[src/rtl/uart_defs.sv]
// Shared UART framing definitions: FSM state encoding, line levels and clog2.
// The PARITY state exists only when UART_TX_PARITY_EN is defined.
package uart_defs;
    localparam int   DATA_BITS = 8;
    localparam logic START_LVL = 1'b0;
    localparam logic STOP_LVL  = 1'b1;
    localparam logic IDLE_LVL  = 1'b1;

`ifdef UART_TX_PARITY_EN
    typedef enum logic [2:0] {ST_IDLE, ST_START, ST_DATA, ST_PARITY, ST_STOP} state_e;
`else
    typedef enum logic [1:0] {ST_IDLE, ST_START, ST_DATA, ST_STOP} state_e;
`endif

    function automatic int clog2(input int value);
        int r;
        r = 0;
        for (int i = 0; i < 31; i++)
            if ((1 << i) < value) r = i + 1;
        return r;
    endfunction
endpackage

[src/rtl/sync_fifo.sv]
// Byte-wide synchronous FIFO, 2**DEPTH_LOG2 entries, async active-high reset.
// dout shows the head entry combinationally; push when full and pop when empty are ignored.
module sync_fifo #(
    parameter int DEPTH_LOG2 = 4
) (
    input  logic                  clk,
    input  logic                  rst,
    input  logic                  push,
    input  logic                  pop,
    input  logic [7:0]            din,
    output logic [7:0]            dout,
    output logic [DEPTH_LOG2:0]   count,
    output logic                  full,
    output logic                  empty
);
    localparam int DEPTH = 1 << DEPTH_LOG2;
    localparam logic [DEPTH_LOG2:0] FULL_CNT = (DEPTH_LOG2 + 1)'(DEPTH);

    logic [7:0]            mem_q [DEPTH];
    logic [7:0]            mem_d [DEPTH];
    logic [DEPTH_LOG2-1:0] wr_ptr_q, wr_ptr_d;
    logic [DEPTH_LOG2-1:0] rd_ptr_q, rd_ptr_d;
    logic [DEPTH_LOG2:0]   count_q, count_d;
    logic                  do_push, do_pop;

    assign full    = (count_q == FULL_CNT);
    assign empty   = (count_q == '0);
    assign count   = count_q;
    assign dout    = mem_q[rd_ptr_q];
    assign do_push = push && !full;
    assign do_pop  = pop && !empty;

    always_comb begin
        mem_d    = mem_q;
        wr_ptr_d = wr_ptr_q;
        rd_ptr_d = rd_ptr_q;
        count_d  = count_q;
        if (do_push) begin
            mem_d[wr_ptr_q] = din;
            wr_ptr_d        = wr_ptr_q + 1'b1;
        end
        if (do_pop) rd_ptr_d = rd_ptr_q + 1'b1;
        case ({do_push, do_pop})
            2'b10:   count_d = count_q + 1'b1;
            2'b01:   count_d = count_q - 1'b1;
            default: count_d = count_q;
        endcase
    end

    always_ff @(posedge clk or posedge rst) begin
        if (rst) begin
            for (int i = 0; i < DEPTH; i++) mem_q[i] <= '0;
            wr_ptr_q <= '0;
            rd_ptr_q <= '0;
            count_q  <= '0;
        end else begin
            mem_q    <= mem_d;
            wr_ptr_q <= wr_ptr_d;
            rd_ptr_q <= rd_ptr_d;
            count_q  <= count_d;
        end
    end
endmodule

[src/rtl/uart_tx_buffer.sv]
// Buffered UART transmitter: FIFO-fed 8N1 serializer with registered tx line.
// Define UART_TX_PARITY_EN to insert an even-parity bit (8E1 framing).
module uart_tx_buffer
    import uart_defs::*;
#(
    parameter int CLK_FREQ   = 100000000,
    parameter int BAUD       = 115200,
    parameter int DEPTH_LOG2 = 4
) (
    input  logic                clk,
    input  logic                rst,
    input  logic [7:0]          char_in,
    input  logic                char_valid,
    output logic                busy,
    output logic                tx,
    output logic                tx_active,
    output logic [DEPTH_LOG2:0] fifo_count
);
    localparam int DIV   = CLK_FREQ / BAUD;
    localparam int CNT_W = clog2(DIV);
    localparam logic [CNT_W-1:0] BAUD_LAST = CNT_W'(DIV - 1);

    generate
        if (DIV < 2) begin : g_bad_div
            $error("uart_tx_buffer: CLK_FREQ/BAUD must be at least 2");
        end
        if (DEPTH_LOG2 < 1) begin : g_bad_depth
            $error("uart_tx_buffer: DEPTH_LOG2 must be at least 1");
        end
    endgenerate

    logic       fifo_pop, fifo_empty;
    logic [7:0] fifo_dout;

    sync_fifo #(.DEPTH_LOG2(DEPTH_LOG2)) u_fifo (
        .clk   (clk),
        .rst   (rst),
        .push  (char_valid),
        .pop   (fifo_pop),
        .din   (char_in),
        .dout  (fifo_dout),
        .count (fifo_count),
        .full  (busy),
        .empty (fifo_empty)
    );

    state_e           state_q, state_d;
    logic [CNT_W-1:0] baud_q, baud_d;
    logic [2:0]       bit_q, bit_d;
    logic [7:0]       shift_q, shift_d;
    logic             tx_q, tx_d;
    logic             active_q, active_d;
`ifdef UART_TX_PARITY_EN
    logic             par_q, par_d;
`endif
    logic             baud_end;

    assign baud_end  = (baud_q == BAUD_LAST);
    assign tx        = tx_q;
    assign tx_active = active_q;

    always_comb begin
        state_d  = state_q;
        baud_d   = baud_q;
        bit_d    = bit_q;
        shift_d  = shift_q;
        fifo_pop = 1'b0;
`ifdef UART_TX_PARITY_EN
        par_d    = par_q;
`endif
        // Line outputs follow the current state one cycle later, so every
        // bit still lasts exactly DIV cycles on the pin.
        case (state_q)
            ST_START:  tx_d = START_LVL;
            ST_DATA:   tx_d = shift_q[0];
`ifdef UART_TX_PARITY_EN
            ST_PARITY: tx_d = par_q;
`endif
            ST_STOP:   tx_d = STOP_LVL;
            default:   tx_d = IDLE_LVL;
        endcase
        active_d = (state_q != ST_IDLE);

        case (state_q)
            ST_IDLE: begin
                if (!fifo_empty) begin
                    fifo_pop = 1'b1;
                    shift_d  = fifo_dout;
`ifdef UART_TX_PARITY_EN
                    par_d    = ^fifo_dout;
`endif
                    baud_d   = '0;
                    state_d  = ST_START;
                end
            end
            ST_START: begin
                if (baud_end) begin
                    baud_d  = '0;
                    bit_d   = '0;
                    state_d = ST_DATA;
                end else begin
                    baud_d = baud_q + 1'b1;
                end
            end
            ST_DATA: begin
                if (baud_end) begin
                    baud_d  = '0;
                    shift_d = shift_q >> 1;
                    if (bit_q == 3'(DATA_BITS - 1)) begin
`ifdef UART_TX_PARITY_EN
                        state_d = ST_PARITY;
`else
                        state_d = ST_STOP;
`endif
                    end else begin
                        bit_d = bit_q + 1'b1;
                    end
                end else begin
                    baud_d = baud_q + 1'b1;
                end
            end
`ifdef UART_TX_PARITY_EN
            ST_PARITY: begin
                if (baud_end) begin
                    baud_d  = '0;
                    state_d = ST_STOP;
                end else begin
                    baud_d = baud_q + 1'b1;
                end
            end
`endif
            ST_STOP: begin
                if (baud_end) begin
                    baud_d = '0;
                    // Chain straight into the next start bit when data is waiting.
                    if (!fifo_empty) begin
                        fifo_pop = 1'b1;
                        shift_d  = fifo_dout;
`ifdef UART_TX_PARITY_EN
                        par_d    = ^fifo_dout;
`endif
                        state_d  = ST_START;
                    end else begin
                        state_d = ST_IDLE;
                    end
                end else begin
                    baud_d = baud_q + 1'b1;
                end
            end
            default: state_d = ST_IDLE;
        endcase
    end

    always_ff @(posedge clk or posedge rst) begin
        if (rst) begin
            state_q  <= ST_IDLE;
            baud_q   <= '0;
            bit_q    <= '0;
            shift_q  <= '0;
            tx_q     <= IDLE_LVL;
            active_q <= 1'b0;
`ifdef UART_TX_PARITY_EN
            par_q    <= 1'b0;
`endif
        end else begin
            state_q  <= state_d;
            baud_q   <= baud_d;
            bit_q    <= bit_d;
            shift_q  <= shift_d;
            tx_q     <= tx_d;
            active_q <= active_d;
`ifdef UART_TX_PARITY_EN
            par_q    <= par_d;
`endif
        end
    end
endmodule
[config.mk]
export PLATFORM = sky130hd
export DESIGN_NAME = uart_tx_buffer
export DESIGN_NICKNAME = d
export VERILOG_FILES = /design/src/rtl/uart_defs.sv /design/src/rtl/sync_fifo.sv /design/src/rtl/uart_tx_buffer.sv
export SDC_FILE = /design/constraint.sdc
export NUM_CORES = 1
export LEC_CHECK = 0
export CORE_MARGIN = 2
export CORE_UTILIZATION = 40
export CTS_CLUSTER_SIZE = 25
export DETAILED_ROUTE_END_ITERATION = 10
export SYNTH_ARGS = -nofsm -noshare
export SYNTH_HDL_FRONTEND = slang
export SYNTH_HIERARCHICAL = 1
export SYNTH_SLANG_ARGS = --single-unit
[constraint.sdc]
create_clock -name clk -period 5.83 [get_ports clk]
set_input_delay 0.8745 -clock clk [delete_from_list [all_inputs] [get_ports clk]]
set_output_delay 0.8745 -clock clk [all_outputs]
set_load 0.01 [all_outputs]
## Word-level counts from Yosys, hierarchy flattened

Cells that the tools add are included.

| cells by class | value |
|---|---|
| add/subtract/negate cells | 6 |
| multiplexer cells | 29 |
| eq/ne operators | 14 |
| bitwise operators | 2 |
| order comparisons | 3 |
| reduce and logical (&&, ||, !) cells | 15 |

Operator list:

| cell | number |
|---|---|
| $bwmux W128 | 1 |
| $mux W8 | 6 |
| $bmux W8 S4 | 1 |
| $demux W8 S4 | 1 |
| $pmux W8 S3 | 1 |
| $mux W10 | 2 |
| $pmux W10 S2 | 1 |
| $ne A2 B2 Y1 const B | 6 |
| $add A10 B1 Y10 const B | 1 |
| $eq A10 B10 Y1 const B | 1 |
| $ge A5 B5 Y1 const B | 2 |
| $mux W2 | 5 |
| $not A4 Y5 | 2 |
| $pmux W5 S2 | 1 |
| $mux W3 | 3 |
| $add A4 B1 Y4 const B | 2 |
| $pmux W2 S4 | 1 |
| $eq A2 B2 Y1 const B | 3 |
| $pmux W3 S2 | 1 |
| $reduce_bool A2 Y1 | 3 |
| $add A5 B1 Y5 const B | 1 |
| $eq A5 B5 Y1 const B | 1 |
| $logic_not A5 Y1 | 1 |
| $lt A5 B1 Y1 const B | 1 |
| other kinds (14) | 21 |

| word-level totals | value |
|---|---|
| output and inout port bits | 8 |
| word-level logic and storage cells | 94 |
| register bits | 166 |

## Logic depth before layout (Yosys ltp)

| logic depth | value |
|---|---|
| depth in word-level cells | 7 |
| mapped depth | 12 |
| depth with buffers taken out | 12 |

## By module

The synthesis kept the hierarchy.

By module, submodules not included:

| module | times used | seq. area each (µm²) | area an instance (µm²) | cells an instance |
|---|---|---|---|---|
| sync_fifo | 1 | 3,528.4 | 6,731.5 | 458 |
| uart_tx_buffer | 1 | 626.9 | 1,428.9 | 137 |

## Worst setup path before layout

No wires, ideal clock.

| timing | value |
|---|---|
| path type | input port to flip-flop |
| from | input char_valid |
| to | register u_fifo.count_q[4] (netlist: u_fifo/count[4]) |
| stages | 9 |
| setup slack | 2,971 ps |
| data required time | 5,750 ps |
| arrival time | 2,779 ps |
| setup time | 80 ps |
| buffers on the path | 1 |
| cell sequence | a21boi_2 > clkbuf_8 > inv_1 > ha_1 > fa_1 > a21o_1 > a21oi_1 > mux2i_1 > xnor2_1 |

| on the way | value |
|---|---|
| longest elaborated chain between the ends | 3 |
| elaborated cells on any way between the ends | 5 |

RTL lines:

| element | line | RTL |
|---|---|---|
| start: declaration | uart_tx_buffer.sv:13 | `input logic char_valid,` |
| $logic_and A1 B1 Y1 (*) | sync_fifo.sv:30 | `assign do_push = push && !full;` |
| $eq A2 B1 Y1 or $eq A2 B2 Y1 (tied branches) | sync_fifo.sv:43 | `case ({do_push, do_pop})` |
| $pmux W5 S2 or $reduce_bool A2 Y1 (tied branches) | n/a |  |
| end signal: assignment | sync_fifo.sv:60 | `count_q <= count_d;` |
| end: declaration | sync_fifo.sv:23 | `logic [DEPTH_LOG2:0] count_q, count_d;` |

Every way passes the cells marked *; elsewhere a longest branch is shown, timed or not.
A chain may end at the register's enable or synchronous reset.

## Worst setup path after layout

Ends and elaborated chain as after synthesis.

==> run metrics <==
status=completed; total grt overflow=0; asr flop ratio synth=100%; Worst Setup End Kind=register; ys flop type=dfrtp_1; Reg clk slew, reported paths=0.07 ns; Port Buffers=18; drc violations=0; #FFs+latches synth=166; Synth Area in XOR/XNOR=1.07%; CTS sink cnt=166; Critical R2R Capture=shift_q[1]$_DFFE_PP0P_; die width=147 um; CP max FO=22; Longest Clk Path Bufs=2; WP data required=6.18 ns; wire per inst=20.5 um; Fin. Hold Viols=0; # rows=52; Detailed Place HPWL=11800 um; hold_sp=shift_q[6]$_DFFE_PP0P_; H-tree depth=4; final period utilization=58.2%; Adder-Cell Fraction of Synth Area=2.85%; r2r setup slk=2.56 ns; area grow syn2layout=11.6%; area of the multi-input gates=3800 sq um; final setup vio count=0; CP max stage cell=a21boi_4; post-synth top area cell=dfrtp_1; fin nets=630; PostCTS Resize Cnt=0; antenna cells=0; Area contributors post-synth=dfrtp_1, mux2_2, mux4_2; TritonCTS clock tree=yes; Max-Slew Margin vs Limit=22.1%; pin count of the biggest net entering global routing=98; root cell of the clock tree=clkbuf_16; chip height=147 um; share of the synthesized area in the top cell type=50.6%; FF/Latch Area=4160 sq um; max incr delay on CP=0.79 ns; Avg Cell Area, Syn=13.7 sq um; sequential fraction of the synthesis area=50.9%; multiplexer share of the synthesized area=28.8%; non-filler cells, final=883; hold path depth=1; Setup TNS Final=0 ns; worst slew pin tran=1.17 ns; Post-synth EDFFs=0; Design Area, Final=9110 sq um; vias in the first global route=5268; Final Util=45.3%; Fillers=1794; Gate Count Post-Synth=595; first-pass GRT wire length=29200 um; Placed Area=8540 sq um; initial antenna violation count=1; vias per inst=5.57; core area=20100 sq um; Period minus WS final=3.39 ns; Hold WC Path Type=reg2reg; Max VDD drop=0.233 mV; IO Pins=19; main combinational cell family by area after synthesis=multiplexers; Critical Path Source Type=primary input; worst hold endpoint=shift_q[6]$_DFFE_PP0P_; Crit Path Class=in2reg; fin. max-slew vios=0; PwrDens=584 nW/um^2; drt total wl=18100 um; arrival time worst endpoint=3.74 ns; Routed Antenna Nets=0; drt first pass iters=4; Skew-Pair Late Insertion Delay=0.43 ns; max cap viols=0; share of cells above drive strength 1=37.2%; Highest Clock Rate=0.295 GHz; hold buffer count at CTS=0; via count=4918; LEAKAGE=3.99 nW; reg2reg path depth=6; Synth Area in Compound Gates=6.35%; setup bufs post-CTS=0; Yosys cell types=59; GR Util All Layers=17.7%; Die ar.=21600 sq um; synth warn=6; TritonCTS buffer count=17; Fin Hold WS=0.500 ns; Initial Util=40.6%; GPL Wtd Cong=0.767; RSZ-0062 raised after global routing=false; synthesized area=8160 sq um; placed cell count=852; Layout Skew=0.00950 ns; simple-gate share of the synthesized area=7.38%; Reg-to-Reg Start=u_fifo/rd_ptr_q[1]$_DFFE_PP0P_; worst path cell trace=clkdlybuf4s50_1, a21boi_4, inv_1, ha_1, fa_1, a21o_1, a21oi_1, mux2i_1, xnor2_1; Mapped Nets=624; drt initial violations=249
-- sequential cells by signal (all words and copies together) (netlist names) --
register         cells
u_fifo/count         5
tx_active            1
u_fifo/rd_ptr_q      4
tx                   1
bit_q                3
baud_q              10
u_fifo/mem_q       128
u_fifo/wr_ptr_q      4
shift_q              8
state_q              2
-- synthesized netlist by cell type (all sizes together), types with 2 or more instances --
| cell type | count |
|---|---|
| a211o | 2 |
| a21o | 6 |
| a21oi | 8 |
| a221oi | 16 |
| a22oi | 8 |
| and2 | 4 |
| and3 | 4 |
| buf | 20 |
| clkbuf | 14 |
| dfrtp | 165 |
| ha | 17 |
| inv | 11 |
| mux2 | 146 |
| mux2i | 34 |
| mux4 | 16 |
| nand2 | 26 |
| nand3 | 20 |
| nand4 | 7 |
| nor2 | 7 |
| nor2b | 5 |
| nor3 | 5 |
| nor4 | 2 |
| o21a | 2 |
| o21ai | 19 |
| o31ai | 3 |
| or3 | 3 |
| xnor2 | 8 |
| xor2 | 2 |
-- where the power goes --
group	total [mW]	switching, mW	leakage, nW	internal [mW]
clock	1.08	0.454	0.272	0.621
combinational	2.11	0.963	1.66	1.15
sequential	2.13	0.434	2.06	1.70
total	5.32	1.85	3.99	3.47
-- cells in the final DEF (no fill, tap or decap), types with 3 or more instances in the layout --
cell type / count
dfrtp_1: 164
clkinv_4: 3
xnor2_1: 8
mux2i_1: 34
nand2_1: 26
mux4_2: 16
a221oi_1: 16
clkdlybuf4s50_1: 18
a21o_1: 3
o31ai_1: 3
a22oi_1: 8
nor2b_1: 5
nand3_4: 4
nor3_1: 5
o21ai_0: 18
ha_1: 17
clkbuf_16: 17
nor2_1: 7
a21o_2: 3
buf_4: 3
nand3_2: 9
mux2_2: 145
clkinvlp_4: 3
nand3_1: 7
nand4_1: 3
and2_1: 3
a21oi_1: 8
clkbuf_8: 3
inv_1: 10
-- worst max-delay path: cells and delay by family --
kind	cells	cell delay (ns)
AOI/OAI and AO/OA	3	1.17
adders and majority gates	2	0.75
muxes	1	0.23
xor gates and xnor gates	1	0.13
buffers and inverters	2	0.57
-- through the flow --
stage	power [mW]	worst slack [ns]
after floorplan	3.70	1.17
after global placement	4.14	2.12
after detailed placement	4.27	1.99
after CTS	5.36	2.43
after global routing	5.66	2.25
final	5.32	2.44
-- how the worst max path moves through the flow --
stage                          start                          end  slack, ns
after CTS                 char_valid  u_fifo/count[4]$_DFFE_PP0P_       2.43
after detailed placement  char_valid  u_fifo/count[4]$_DFFE_PP0P_       1.99
after global routing      char_valid  u_fifo/count[4]$_DFFE_PP0P_       2.25
final                     char_valid  u_fifo/count[4]$_DFFE_PP0P_       2.44
after global placement    char_valid  u_fifo/count[4]$_DFFE_PP0P_       2.12
after floorplan                  rst  u_fifo/count[0]$_DFFE_PP0P_       1.17
-- area by class of cell --
| type | count | share of cell area (%) |
|---|---|---|
| tap | 270 | 3.71 |
| clock inverter | 10 | 1.07 |
| timing repair buffer | 21 | 2.23 |
| multi-input combinational | 384 | 41.7 |
| clock buffer | 21 | 5.17 |
| inverter | 11 | 0.508 |
| sequential | 166 | 45.6 |
-- per-layer routing --
metal  global-route usage, %  wire, um
met5                       0        16
met4                    4.71       263
met3                    4.01       710
met2                    29.3      8830
met1                    23.6      8240
-- cell families (layout without fill, tap and decap cells) --
family                     count (synthesis)  after routing
AOI/OAI and AO/OA                         72             72
DFF                                      166            166
and+or+nand+nor                           88             88
adders and majority gates                 18             18
buffers and inverters                     45             63
muxes                                    196            196
xor gates and xnor gates                  10             10
Power figures use the tool's default switching activity.
